==> src/rtl/aes_port_pkg.sv <==
// ---------------------------------------------------------------------------
// aes_port_pkg
// Shared definitions for the AES chip's block<->lane port logic (transmit
// and receive sides).
//   port_state_e : two-state port controller encoding (IDLE, SEND)
//   beats_of()   : number of lane beats that make up one block
//   cnt_w_of()   : width of a beat index able to address every beat
// ---------------------------------------------------------------------------
package aes_port_pkg;

  typedef enum logic {
    IDLE = 1'b0,
    SEND = 1'b1
  } port_state_e;

  function automatic int beats_of(input int data_w, input int lane_w);
    return data_w / lane_w;
  endfunction

  // Never narrower than one bit so a degenerate configuration still elaborates
  // far enough to hit the parameter checks in the top level.
  function automatic int cnt_w_of(input int beats);
    return (beats > 1) ? $clog2(beats) : 1;
  endfunction

endpackage

==> src/rtl/aes_tx_lane_sel.sv <==
// ---------------------------------------------------------------------------
// aes_tx_lane_sel
// Combinational lane multiplexer: picks beat idx out of a DATA_W-bit block.
//   blk  in  DATA_W  block being transmitted
//   idx  in  CNT_W   beat index (0 = first beat on the wire)
//   tx   out LANE_W  selected lane
// MSB_FIRST=1 maps beat 0 to the most-significant lane, MSB_FIRST=0 to the
// least-significant lane.
// ---------------------------------------------------------------------------
module aes_tx_lane_sel
  import aes_port_pkg::*;
#(
  parameter int  DATA_W    = 128,
  parameter int  LANE_W    = 8,
  parameter bit  MSB_FIRST = 1'b1,
  localparam int BEATS     = beats_of(DATA_W, LANE_W),
  localparam int CNT_W     = cnt_w_of(BEATS)
) (
  input  logic [DATA_W-1:0] blk,
  input  logic [CNT_W-1:0]  idx,
  output logic [LANE_W-1:0] tx
);

  // Table covers the full index range; slots past the last beat are zero so
  // the mux never reads outside the array for non-power-of-two beat counts.
  localparam int SLOTS = 1 << CNT_W;

  logic [LANE_W-1:0] lane_arr [SLOTS];

  genvar gi;
  generate
    for (gi = 0; gi < SLOTS; gi++) begin : g_lane
      if (gi < BEATS) begin : g_used
        if (MSB_FIRST) begin : g_msb
          assign lane_arr[gi] = blk[DATA_W-1-gi*LANE_W -: LANE_W];
        end else begin : g_lsb
          assign lane_arr[gi] = blk[gi*LANE_W +: LANE_W];
        end
      end else begin : g_pad
        assign lane_arr[gi] = '0;
      end
    end
  endgenerate

  assign tx = lane_arr[idx];

endmodule

==> src/rtl/aes_block_tx.sv <==
// ---------------------------------------------------------------------------
// aes_block_tx
// Block-to-lane serialiser for the AES output port. Pops DATA_W-bit blocks
// from a first-word-fall-through FIFO and sends each as DATA_W/LANE_W beats.
//   clk       in   clock, rising edge
//   rst       in   asynchronous active-high reset
//   en        in   clock enable (require still self-clears while low)
//   flush     in   synchronous abort of the current block, ignores en
//   data      in   FIFO head word, valid when empty=0
//   empty     in   FIFO empty
//   require   out  one-cycle FIFO pop pulse (cycle after a load)
//   tx        out  current beat (combinational from block register + idx)
//   tx_valid  out  tx holds a beat
//   tx_ready  in   receiver accepts the beat
//   tx_first  out  beat 0 of a block
//   tx_last   out  final beat of a block
//   shakehand out  toggles on every accepted beat
//   busy      out  controller is sending a block
// ---------------------------------------------------------------------------
module aes_block_tx
  import aes_port_pkg::*;
#(
  parameter int DATA_W    = 128,
  parameter int LANE_W    = 8,
  parameter bit MSB_FIRST = 1'b1
) (
  input  logic              clk,
  input  logic              rst,
  input  logic              en,
  input  logic              flush,
  input  logic [DATA_W-1:0] data,
  input  logic              empty,
  output logic              require,
  output logic [LANE_W-1:0] tx,
  output logic              tx_valid,
  input  logic              tx_ready,
  output logic              tx_first,
  output logic              tx_last,
  output logic              shakehand,
  output logic              busy
);

  localparam int               BEATS    = beats_of(DATA_W, LANE_W);
  localparam int               CNT_W    = cnt_w_of(BEATS);
  localparam logic [CNT_W-1:0] LAST_IDX = CNT_W'(BEATS - 1);

  generate
    if (DATA_W % LANE_W != 0) begin : g_bad_div
      $error("aes_block_tx: DATA_W must be a multiple of LANE_W");
    end
    // A single-beat block would allow a reload before the previous pop has
    // reached the FIFO's empty flag.
    if (BEATS < 2) begin : g_bad_beats
      $error("aes_block_tx: DATA_W/LANE_W must be at least 2");
    end
  endgenerate

  port_state_e       state_reg, state_next;
  logic [CNT_W-1:0]  idx_reg, idx_next;
  logic [DATA_W-1:0] blk_reg, blk_next;
  logic              require_reg, require_next;
  logic              shake_reg, shake_next;
  logic              is_last;

  assign is_last = (idx_reg == LAST_IDX);

  always_ff @(posedge clk or posedge rst) begin
    if (rst) begin
      state_reg   <= IDLE;
      idx_reg     <= '0;
      blk_reg     <= '0;
      require_reg <= 1'b0;
      shake_reg   <= 1'b0;
    end else begin
      state_reg   <= state_next;
      idx_reg     <= idx_next;
      blk_reg     <= blk_next;
      require_reg <= require_next;
      shake_reg   <= shake_next;
    end
  end

  always_comb begin
    state_next   = state_reg;
    idx_next     = idx_reg;
    blk_next     = blk_reg;
    shake_next   = shake_reg;
    // require is a pulse: it is only ever set for the cycle following a
    // load, so a frozen (en=0) cycle cannot stretch it.
    require_next = 1'b0;

    if (flush) begin
      // Abort wins over any load or accept in the same cycle.
      state_next = IDLE;
      idx_next   = '0;
    end else if (en) begin
      unique case (state_reg)
        IDLE: begin
          if (!empty) begin
            blk_next     = data;
            idx_next     = '0;
            require_next = 1'b1;
            state_next   = SEND;
          end
        end
        SEND: begin
          if (tx_ready) begin
            shake_next = ~shake_reg;
            if (!is_last) begin
              idx_next = idx_reg + CNT_W'(1);
            end else if (!empty) begin
              // Back-to-back reload keeps the lane busy with no bubble.
              blk_next     = data;
              idx_next     = '0;
              require_next = 1'b1;
            end else begin
              state_next = IDLE;
            end
          end
        end
        default: state_next = IDLE;
      endcase
    end
  end

  aes_tx_lane_sel #(
    .DATA_W    (DATA_W),
    .LANE_W    (LANE_W),
    .MSB_FIRST (MSB_FIRST)
  ) u_lane_sel (
    .blk (blk_reg),
    .idx (idx_reg),
    .tx  (tx)
  );

  assign tx_valid  = (state_reg == SEND);
  assign busy      = (state_reg == SEND);
  assign tx_first  = tx_valid && (idx_reg == '0);
  assign tx_last   = tx_valid && is_last;
  assign require   = require_reg;
  assign shakehand = shake_reg;

endmodule

==> config.mk <==
export PLATFORM = sky130hd
export DESIGN_NAME = aes_block_tx
export DESIGN_NICKNAME = d
export VERILOG_FILES = /design/src/rtl/aes_port_pkg.sv /design/src/rtl/aes_tx_lane_sel.sv /design/src/rtl/aes_block_tx.sv
export SDC_FILE = /design/constraint.sdc
export NUM_CORES = 1
export LEC_CHECK = 0
export BUFFER_PORTS_ARGS = -buffer_cell sky130_fd_sc_hd__buf_2
export CORE_UTILIZATION = 55
export CTS_BUF_LIST = sky130_fd_sc_hd__clkbuf_16
export DETAILED_ROUTE_END_ITERATION = 10
export PLACE_DENSITY = 0.81
export SYNTH_ARGS = -nofsm -noshare
export SYNTH_HDL_FRONTEND = slang
export SYNTH_SLANG_ARGS = --single-unit
==> constraint.sdc <==
create_clock -name clk -period 6.28 [get_ports clk]
set_clock_uncertainty 0.15 [all_clocks]
set_input_delay 0.942 -clock clk [delete_from_list [all_inputs] [get_ports clk]]
set_output_delay 0.942 -clock clk [all_outputs]
set_load 0.005 [all_outputs]
Word level (Yosys, flattened, before mapping)
Cells that the tools add are included.
Widths: inputs -> output; s select.
{ "totals": {"in_bits": 134, "word_cells": 46, "output_inout_bits": 14, "reg_bits": 135} }
{ "op_classes": {"mux": 24, "magnitude_cmp": 1, "reduce_logical": 7, "addsub": 1, "bitwise": 4, "eq_ne": 4} }
{ "ops": {"columns": ["cell", "n"], "rows": [
  ["$mux 128", 3],
  ["$pmux 128 s2", 1],
  ["$bmux 8 s4", 1],
  ["$mux 4", 5],
  ["$mux 8", 2],
  ["$mux 1", 9],
  ["$pmux 4 s2", 1],
  ["$reduce_and 4->1", 2],
  ["$ge 5x5->1 const B", 1],
  ["$not 4->5", 1],
  ["$add 4x1->4 const B", 1],
  ["$eq 4x4->1 const B", 1],
  ["$logic_not 4->1", 1],
  ["$pmux 1 s2", 2],
  ["$ne 3x3->1 const B", 1],
  ["$not 1->1", 3],
  ["$logic_and 1x1->1", 2],
  ["$ne 2x1->1 const B", 1],
  ["$ne 2x2->1 const B", 1],
  ["$reduce_and 2->1", 1],
  ["$reduce_bool 2->1", 1]
]} }

Logic depth before layout (Yosys ltp)
Gate-level depths: netlist of run 1.
{ "depth": {"depth_word": 6, "mapped_depth": 7, "mapped_depth_nobuf": 5} }

By module
Synthesis of run 1 repeated with hierarchy kept, for this count alone.
{ "unflattened": {"hier_cells": 396, "area_unflattened_um2": 6791.5} }
{ "modules_own_cells": {"columns": ["mod", "area_per_inst_um2", "cells_per_inst", "seq_area_each_um2", "n_inst"], "rows": [
  ["aes_block_tx", 5758.0, 326, 3378.2, 1],
  ["aes_tx_lane_sel", 1033.5, 70, 0.0, 1]
]} }

Least setup slack after synthesis of run 1
Ideal clock, no wire load.
{ "synth_path": {"kind": "flip-flop to output port", "startpoint": "register idx_reg[0]", "endpoint": "output port tx[0]", "arrival_ns": 1.649, "slack_ns": 3.539, "stages_incl_launch_ff": 8, "path_buffers": 3, "required_ns": 5.188, "cell_sequence": "dfrtp_1 > buf_2 > buf_2 > buf_1 > mux2i_1 > a22oi_1 > nand3_1 > o21ai_0"} }
{ "synth_via": {"elab_chain_len": 4} }
{ "synth_lines": {"columns": ["element", "line_no", "text"], "rows": [
  ["start, declared", "aes_block_tx.sv:59", "logic [CNT_W-1:0] idx_reg, idx_next;"],
  ["start signal, assigned", "aes_block_tx.sv:76", "idx_reg <= idx_next;"],
  ["$not 4->5 (implied by the code)", "aes_tx_lane_sel.sv:45", "assign tx = lane_arr[idx];"],
  ["$bmux 8 s4", "aes_tx_lane_sel.sv:45", null],
  ["$mux 8 (implied by the code) (2 in a row)", "aes_tx_lane_sel.sv:45", null],
  ["end, declared", "aes_block_tx.sv:34", "output logic [LANE_W-1:0] tx,"]
]} }
No other way between the ends. The select of a mux whose other input is x is not followed.

Worst setup path in the final report of run 1
{ "layout_path": {"startpoint": "register idx_reg[0]", "endpoint": "register blk_reg[99]"} }
{ "layout_via": {"elab_chain_len": 3} }
{ "layout_lines": {"columns": ["element", "line_no", "text"], "rows": [
  ["$eq 4x4->1", "aes_block_tx.sv:65", "assign is_last = (idx_reg == LAST_IDX);"],
  ["$ne 2x1->1 (no line)", null, null],
  ["$reduce_and 4->1 (no line)", null, null],
  ["end signal, assigned", "aes_block_tx.sv:77", "blk_reg <= blk_next;"],
  ["end, declared", "aes_block_tx.sv:60", "logic [DATA_W-1:0] blk_reg, blk_next;"]
]} }
No other way between the ends.
A chain may end at the register's enable or synchronous reset.

==> results of run 1 <==
==> metrics by stage <==
stage / utilization (%) / hold slack [ns] / power, mW / worst slack, ns
4_1_cts: 69.30 / 0.3280 / 2.881 / 2.332
3_5_place_dp: 63.63 / 0.3154 / 1.755 / 2.347
5_1_grt: 69.30 / 0.3442 / 2.984 / 2.166
6_report: 69.30 / 0.3194 / 2.866 / 2.324
3_3_place_gp: 63.63 / 0.3151 / 1.721 / 2.448
2_1_floorplan: - / 0.3184 / 1.591 / 1.577
==> area by class of cell <==
type | count | area [µm²]
fillers | 797 | 3581
flip-flops and latches | 135 | 3382
multi-input cells | 257 | 3078
repair buffers | 150 | 758.2
clock buffers | 17 | 425.4
clock inverters | 15 | 235.2
well taps | 143 | 178.9
inverters | 5 | 23.77
==> report_power, final <==
part | switching [mW] | internal (mW) | leakage (nW)
logic | 0.173 | 0.369 | 2.07
clock network | 0.379 | 0.740 | 0.325
registers | 0.128 | 1.08 | 1.61
total | 0.679 | 2.19 | 4.01
==> final timing paths <==
check,startpoint,to,slack [ns],cells past startpoint
hold reg to reg,shakehand,shakehand,0.32,1
setup / recovery,idx_reg[0],blk_reg[99],2.32,6
setup reg to reg,idx_reg[0],blk_reg[99],2.32,6
max in group asynchronous,rst,blk_reg[100],4.19,3
hold / removal,shakehand,shakehand,0.32,1
min in group asynchronous,rst,shakehand,0.42,2
==> kinds of logic after synthesis <==
group	count (synthesis)
AOI/OAI and AO/OA	35
buffers and inverters	36
muxes	184
xor gates and xnor gates	1
adders and majority gates	2
DFF	135
and+or+nand+nor	35
==> layer usage <==
| layer | wire, µm | up-vias | share of wire [%] |
|---|---|---|---|
| li1 | - | 1852 | - |
| met1 | 6355 | 2064 | 43 |
| met2 | 7498 | 145 | 51 |
| met3 | 802 | 11 | 5.4 |
| met4 | 93 | 0 | 0.63 |
| met5 | 0 | - | 0 |
==> layout by cell type, fill, tap and decap left out, types with 3 or more instances in the layout <==
| cell type | count |
|---|---|
| buf_2 | 147 |
| dfrtp_1 | 134 |
| mux2_4 | 109 |
| mux2i_1 | 40 |
| mux2_2 | 19 |
| clkbuf_16 | 17 |
| mux4_2 | 16 |
| a22oi_1 | 16 |
| o21ai_0 | 11 |
| nand3_1 | 9 |
| bufinv_16 | 6 |
| nand2_1 | 5 |
| inv_1 | 5 |
| nor2_1 | 4 |
| and2_1 | 3 |
| nand2b_1 | 3 |
| nor2b_1 | 3 |
| clkinv_2 | 3 |
| buf_4 | 3 |
==> results.json, run 1 <==
{
  "clkSinkCount": 135,
  "synth_area_leaders": "dfrtp_1, mux2_4, mux2i_1",
  "slowest_delay_ns": 1.06,
  "yosysWarningCount": 0,
  "end_kind": "register",
  "grt_pass1_vias": 4348,
  "yosysSeqAreaShare_pct": 50.39,
  "slew_headroom_pct": 22.96,
  "grt_max_degree": 79,
  "synth_compound_area_share_pct": 3.490,
  "timing.final.crit_share_pct": 62.99,
  "synth_top_family_by_area": "multiplexers",
  "numCtsBuffers": 17,
  "ant_nets": 0,
  "syn_nets": 564,
  "post-route-min-period_ns": 3.956,
  "wl_per_cell_um": 20.43,
  "synth.most_common_cell": "dfrtp_1",
  "synthAdderAreaFrac_pct": 0.3733,
  "drt_pre_antenna_iters": 4,
  "grt_pass1_wl_mm": 23.37,
  "cap_violations": 0,
  "hp-class": "reg -> reg",
  "hold_viol_final": 0,
  "synthSimpleGateAreaFrac_pct": 2.968,
  "antenna_cells": 0,
  "top_usage_layer": "met2",
  "synth_edf_count": 0,
  "path_buf_inv": 1,
  "synth_ff_type": "dfrtp_1",
  "final_layout_size_suffix_gt1_share_pct": 56.82,
  "path_cells": "ha_1 > nand3_1 > and2_1 > or4_4 > buf_4 > mux2_4",
  "gr-usage-met2_pct": 41.45,
  "async_flop_share_pct": 100.0,
  "drt_wl_total_mm": 14.75,
  "routed-via-count": 4072,
  "ios": 148,
  "hold_buffers": 0,
  "cts_tree": "done",
  "synthTopCellsByCount": "dfrtp_1, mux2_4, mux2i_1",
  "syn-cell-area_um2": 6704,
  "gp_congestion": 0.7738,
  "grt_util_all_layers_pct": 24.76,
  "postSynthCellCount": 428,
  "gr-usage-met3_pct": 6.965,
  "worstPathRequired_ns": 6.43,
  "muxShareOfSynthArea_pct": 38.95,
  "post-cts-setup-buffer-count": 0,
  "crit_path_max_fanout": 66,
  "clk_root_buffer_cell": "clkbuf_16",
  "cts_max_level": 4,
  "antenna_found_initial": 0,
  "crit_slowest_cell": "dfrtp_4",
  "fin_area_um2": 8082,
  "layout.nets": 702,
  "netlist.area_leader.share_pct": 50.39,
  "synthXorXnorAreaFrac_pct": 0.1306,
  "yosysUniqueCellTypes": 35,
  "cts_resized": 0,
  "syn2layout_area_growth_pct": 20.55,
  "dp.cells": 690,
  "cts.reportedPaths.clkPinSlew_ns": 0.06,
  "ir_drop_uv": 204.3,
  "dp_hpwl_mm": 9.962,
  "via_per_inst": 5.640,
  "p_per_area_nw_per_um2": 354.6,
  "drt_iter0_drc": 278,
  "maxSlewViolCount": 0,
  "instances_no_fill": 722,
  "clock_path_buffers": 2,
  "timing.fmax_mhz": 252.8,
  "rsz0062_at_grt": "false",
  "rows": 39,
  "drc": 0,
  "portBuffers": 147,
  "clkLatencyLatePin_ns": 0.42,
  "status": "finished, final reports clean",
  "cp-start-kind": "register",
  "arrival_ns": 4.11,
  "worst_pin_slew_ns": 1.156,
  "dpl_cell_area_um2": 7421,
  "die_y_um": 112.4,
  "coreArea_um2": 11660,
  "synth.largest_area_cell": "dfrtp_1",
  "die_area_um2": 12630,
  "syn_avg_cell_area_um2": 15.66,
  "initial_utilization_pct": 57.48,
  "largest_reg_flops": 128,
  "grt-ovfl-total": 0,
  "die_w_um": 112.4,
  "setup-violations-final": 0,
  "synth-seq-cells": 135,
  "worstSetupPathType": "reg -> reg",
  "p_leak_nw": 4.012,
  "crit_family": "simple AND/OR/NAND/NOR gates",
  "setup_tns_ns": 0,
  "met1_usage_pct": 32.62
}
Note: power is estimated with default switching activity, not from simulation.
==> run 2: changes to the inputs <==
Clock period 6.28 ns to 4.1 ns, I/O delays scaled along.
==> run 2 against run 1 <==
Clock power is 46% higher; cell area up 0.36%; routed wire length rose by 2.4%; critical path depth down 1; register-to-register slack worse by 1.4 ns; global-route usage grew 0.68 points; core utilization up 0.25 points; die area is the same; cell count rose by 0.69%; first-iteration DRC count grew 8.3%.
==> results.json, run 2 (synthesis results as in run 1) <==
{
  "p_per_area_nw_per_um2": 532.6,
  "crit_family": "buffers and inverters",
  "grt-ovfl-total": 0,
  "drt_pre_antenna_iters": 4,
  "comb_power_share_pct": 19.5,
  "setup-violations-final": 0,
  "crit_path_max_fanout": 38,
  "routed-via-count": 4113,
  "maxSlewViolCount": 0,
  "grt_pass1_wl_mm": 23.94,
  "rrSetupSlack_ns": 0.94,
  "status": "finished, final reports clean",
  "num-fill-cells": 789,
  "final_layout_size_suffix_gt1_share_pct": 57.36,
  "hold_path_startpoint": "data[76]",
  "ios": 148,
  "die_w_um": 112.4,
  "ant_nets": 0,
  "cts_tree": "done",
  "post-cts-setup-buffer-count": 0,
  "p_switching_mw": 1.080,
  "whs_path_depth": 2,
  "drc": 0,
  "cts_resized": 0,
  "initial_utilization_pct": 57.48,
  "timing.final.crit_share_pct": 85.49,
  "cp-start-kind": "register",
  "cts.reportedPaths.clkPinSlew_ns": 0.06,
  "seqPwrFrac_pct": 42.8,
  "antenna_cells": 0,
  "mostFrequentLayoutCell": "buf_2",
  "die_area_um2": 12630,
  "cap_violations": 0,
  "die_y_um": 112.4,
  "ir_drop_uv": 309.3,
  "grt_max_degree": 55,
  "setup_tns_ns": 0,
  "end_kind": "output pin",
  "path_cells": "buf_4 > mux4_2 > mux2i_1 > o21ai_0 > buf_2",
  "via_per_inst": 5.657,
  "clkLatencyLatePin_ns": 0.42,
  "slowest_delay_ns": 0.63,
  "coreArea_um2": 11660,
  "worstPathRequired_ns": 3.34,
  "crit_slowest_cell": "dfrtp_4",
  "timing.fmax_mhz": 285.3,
  "largest_reg_flops": 128,
  "antenna_found_initial": 0,
  "portBuffers": 147,
  "switching_share_pct": 25.01,
  "hold_buffers": 0,
  "dp_hpwl_mm": 10.27,
  "worst_pin_slew_ns": 1.021,
  "slew_headroom_pct": 31.78,
  "final_cell_mix": "buf_2, dfrtp_1, mux2_4",
  "path_buf_inv": 2,
  "p_leak_nw": 4.016,
  "dp.cells": 695,
  "drt_wl_total_mm": 15.10,
  "instances_no_fill": 727,
  "clk_root_buffer_cell": "clkbuf_16",
  "p_total_mw": 4.320,
  "rr_worst_depth": 6,
  "arrival_ns": 2.74,
  "cts_max_level": 4,
  "rr_endpoint": "blk_reg[119]",
  "drt_iter0_drc": 301,
  "grt_pass1_vias": 4485,
  "seq_area_um2": 3382,
  "gp_congestion": 0.7980,
  "syn2layout_area_growth_pct": 20.98,
  "worstSetupPathType": "reg -> out",
  "rows": 39,
  "rsz0062_at_grt": "false",
  "multi_input_area_um2": 3078,
  "clock_path_buffers": 2,
  "clkSinkCount": 135,
  "grt_util_all_layers_pct": 25.44,
  "hp-class": "in -> reg",
  "layout.nets": 707,
  "clockPowerShare_pct": 37.8,
  "hold_viol_final": 0,
  "numCtsBuffers": 17,
  "wl_per_cell_um": 20.77,
  "post-route-min-period_ns": 3.505,
  "r2r-start": "idx_reg[0]",
  "worstHoldEndpoint": "blk_reg[76]",
  "p_int_mw": 3.239
}
-- run 2: changes by cell type in the layout (fill, tap and decap cells not counted), sizes merged --
cell	previous run	this run
buf	150	155
clkinv	5	3
clkinvlp	2	5
bufinv	6	4
inv	7	8
-- run 2: worst max path at each step --
stage | startpoint | endpoint | slack [ns] | cells past startpoint
after floorplan | rst | blk_reg[0] | 1.66 | 1
after global placement | idx_reg[0] | tx[3] | 1.05 | 5
after detailed placement | idx_reg[0] | blk_reg[110] | 0.97 | 6
after CTS | idx_reg[0] | tx[3] | 0.53 | 5
after global routing | idx_reg[0] | tx[3] | 0.46 | 5
final | idx_reg[0] | tx[3] | 0.59 | 5
-- run 2: layer usage --
metal,vias to the layer above,part of all wire [%],track usage [%]
met5,-,0,0
met4,0,2.0,10.49
met3,19,4.9,5.022
met2,158,50,42.19
met1,2075,43,33.03
li1,1861,-,-
-- run 2: cell type report --
class,count,area share [%]
multi-input combinational,257,37.95
sequential,135,41.70
timing repair buffer,155,10.12
tap,143,2.206
clock buffer,17,5.245
inverter,5,0.2777
clock inverter,15,2.499
-- run 2: power by group through the flow --
stage | Sequential (mW) | Combinational, mW | Clock, mW
after global routing | 1.88 | 0.905 | 1.71
after detailed placement | 1.86 | 0.838 | 0
final | 1.85 | 0.841 | 1.63
after floorplan | 1.78 | 0.653 | 0
after CTS | 1.85 | 0.851 | 1.65
after global placement | 1.83 | 0.812 | 0
-- run 2: metrics by stage --
| step | hold slack (ns) | util (%) | setup slack [ns] | cell area [µm²] |
|---|---|---|---|---|
| after floorplan | 0.3184 | - | 1.656 | 6708 |
| after global placement | 0.3162 | 64.16 | 1.050 | 7482 |
| after detailed placement | 0.3264 | 64.16 | 0.9695 | 7482 |
| after CTS | 0.2581 | 69.54 | 0.5308 | 8110 |
| after global routing | 0.2604 | 69.54 | 0.4559 | 8110 |
| final | 0.2692 | 69.54 | 0.5949 | 8110 |
==> run 3: changes to the inputs <==
Settings changed: ABC_AREA set to 1, PLACE_DENSITY 0.81 to 0.8.
==> run 3 against run 2 <==
Via count increased by 56%; cell count increased by 82%; worst setup slack improved by 0.11 ns; synthesized cell count increased by 140%; largest power group unchanged.
==> results.json, run 3 <==
{
  "yosysWarningCount": 0,
  "clkSinkCount": 135,
  "cts_tree": "done",
  "grt_pass1_wl_mm": 28.29,
  "path_buf_inv": 3,
  "drc": 0,
  "slew_headroom_pct": 28.56,
  "die_w_um": 114.9,
  "routed-via-count": 6407,
  "clock_path_buffers": 2,
  "final_cell_mix": "nand2_1, buf_2, inv_1, dfrtp_1, nand3_1",
  "crit_family": "buffers and inverters",
  "synth_area_leaders": "dfrtp_1, nand2_1, inv_1",
  "rr_worst_depth": 8,
  "rr_endpoint": "blk_reg[29]",
  "dp_hpwl_mm": 11.54,
  "grt-ovfl-total": 0,
  "drt_pre_antenna_iters": 5,
  "synth.largest_area_cell": "dfrtp_1",
  "synth-seq-cells": 135,
  "initial_utilization_pct": 57.40,
  "largest_reg_flops": 128,
  "timing.fmax_mhz": 294.2,
  "maxSlewViolCount": 0,
  "grt_util_all_layers_pct": 28.22,
  "syn_avg_cell_area_um2": 6.832,
  "die_area_um2": 13200,
  "yosysUniqueCellTypes": 20,
  "r2r-start": "idx_reg[1]",
  "post-route-min-period_ns": 3.399,
  "via_per_inst": 4.843,
  "post-cts-setup-buffer-count": 0,
  "gp_congestion": 0.8582,
  "cap_violations": 0,
  "ant_nets": 0,
  "crit_slowest_cell": "inv_1",
  "fin_ws_ns": 0.7008,
  "end_kind": "output pin",
  "arrival_ns": 2.63,
  "mostFrequentLayoutCell": "nand2_1",
  "crit_path_max_fanout": 33,
  "netlist.area_leader.share_pct": 48.20,
  "num-fill-cells": 1146,
  "yosysSeqAreaShare_pct": 48.20,
  "syn_nets": 1162,
  "rrSetupSlack_ns": 1.03,
  "cts_resized": 0,
  "worstPathRequired_ns": 3.34,
  "setup-violations-final": 0,
  "synth_ff_type": "dfrtp_1",
  "numCtsBuffers": 17,
  "cts.reportedPaths.clkPinSlew_ns": 0.06,
  "clk_root_buffer_cell": "clkbuf_16",
  "rows": 40,
  "hold_buffers": 0,
  "worstSetupPathType": "reg -> out",
  "die_y_um": 114.9,
  "postSynthCellCount": 1026,
  "hold_viol_final": 0,
  "antenna_cells": 0,
  "p_leak_nw": 4.969,
  "pre_cts_ws_ns": 1.130,
  "coreArea_um2": 12210,
  "async_flop_share_pct": 100.0,
  "rsz0062_at_grt": "false",
  "syn2layout_area_growth_pct": 17.58,
  "antenna_found_initial": 0,
  "cp-start-kind": "register",
  "hp-class": "in -> async",
  "p_per_area_nw_per_um2": 495.8,
  "synth.most_common_cell": "nand2_1",
  "ios": 148,
  "slowest_delay_ns": 0.89,
  "clkLatencyLatePin_ns": 0.43,
  "wl_per_cell_um": 12.97,
  "grt_pass1_vias": 6049,
  "portBuffers": 147,
  "timing.final.crit_share_pct": 82.91,
  "path_cells": "inv_1 > nand3_1 > nand2_1 > nand2_1 > nand2_1 > inv_1 > nand2_1 > buf_2",
  "drt_wl_total_mm": 17.16,
  "synthTopCellsByCount": "nand2_1, dfrtp_1, inv_1",
  "syn-cell-area_um2": 7009,
  "drt_iter0_drc": 499,
  "critPathMostFrequentCell": "nand2_1",
  "layout.nets": 1281,
  "worst_pin_slew_ns": 1.070,
  "final_layout_size_suffix_gt1_share_pct": 15.58,
  "ir_drop_uv": 336.9,
  "setup_tns_ns": 0,
  "grt_max_degree": 103,
  "status": "finished, final reports clean",
  "synth_edf_count": 0,
  "cts_max_level": 4
}
[run 3: changes by cell type in the layout (fill, tap and decap cells not counted), moves of 16 or more]
cell / before / now
mux2_2: 19 / 0
a22oi_1: 16 / 0
mux2i_1: 40 / 0
mux2_4: 109 / 0
nand3_1: 9 / 91
inv_1: 4 / 134
nand2_1: 5 / 592
mux4_2: 16 / 0
[run 3: worst max-delay path by stage]
stage | startpoint | to | slack (ns) | cells past startpoint
2_1_floorplan | rst | blk_reg[0] | 1.66 | 1
3_5_place_dp | idx_reg[1] | blk_reg[31] | 1.13 | 8
4_1_cts | idx_reg[0] | tx[6] | 0.73 | 9
3_3_place_gp | idx_reg[1] | blk_reg[12] | 1.15 | 8
6_report | idx_reg[1] | tx[3] | 0.70 | 8
5_1_grt | idx_reg[1] | tx[4] | 0.48 | 8
[run 3: kinds of logic after synthesis]
logic type | Yosys count | synth area share [%]
xor+xnor | 1 | 0.1250
fa+ha+maj | 2 | 0.3570
flops | 135 | 48.20
compound gates | 7 | 0.5534
simple gates | 694 | 38.95
buf+inv | 187 | 11.82
[run 3: metrics by stage]
stage | power, mW | utilization, % | std cells | hold slack, ns | cell area [µm²]
after floorplan | 2.401 | - | 1026 | 0.2987 | 7013
final | 4.086 | 67.49 | 1323 | 0.1583 | 8242
after global routing | 4.340 | 67.49 | 1323 | 0.2171 | 8242
after global placement | 2.661 | 63.20 | 1294 | 0.3124 | 7717
after CTS | 4.097 | 67.49 | 1323 | 0.1746 | 8242
after detailed placement | 2.685 | 63.20 | 1294 | 0.3152 | 7717
[run 3: layout make-up]
type,count,area (µm²),share of cell area [%]
inverter,133,504.2,6.118
sequential,135,3379,41.01
tap,168,210.2,2.550
multi-input combinational,704,2810,34.10
clock inverter,12,98.84,1.199
clock buffer,17,425.4,5.162
timing repair buffer,154,813.3,9.868
[run 3: power by group]
group	switching [mW]	internal [mW]
sequential	0.185	1.62
clock	0.539	0.860
combinational	0.531	0.347
[run 3: metal layers]
| metal | share of wire (%) | vias to the layer above | wire [µm] | GRT usage [%] |
|---|---|---|---|---|
| li1 | - | 3252 | - | - |
| met1 | 48 | 2888 | 8235 | 38.95 |
| met2 | 44 | 231 | 7603 | 43.65 |
| met3 | 5.4 | 36 | 934 | 6.642 |
| met4 | 2.3 | 0 | 387 | 10.30 |
| met5 | 0 | - | 0 | 0 |
[run 3: worst reg2reg max path, cell delays in order, from the launching register on]
cell	delay (ns)
dfrtp_1	0.61
ha_1	0.34
nand3_1	0.14
nand2_1	0.18
nand3_4	0.14
buf_4	0.39
buf_4	0.73
nand2_1	0.22
nand2_1	0.11
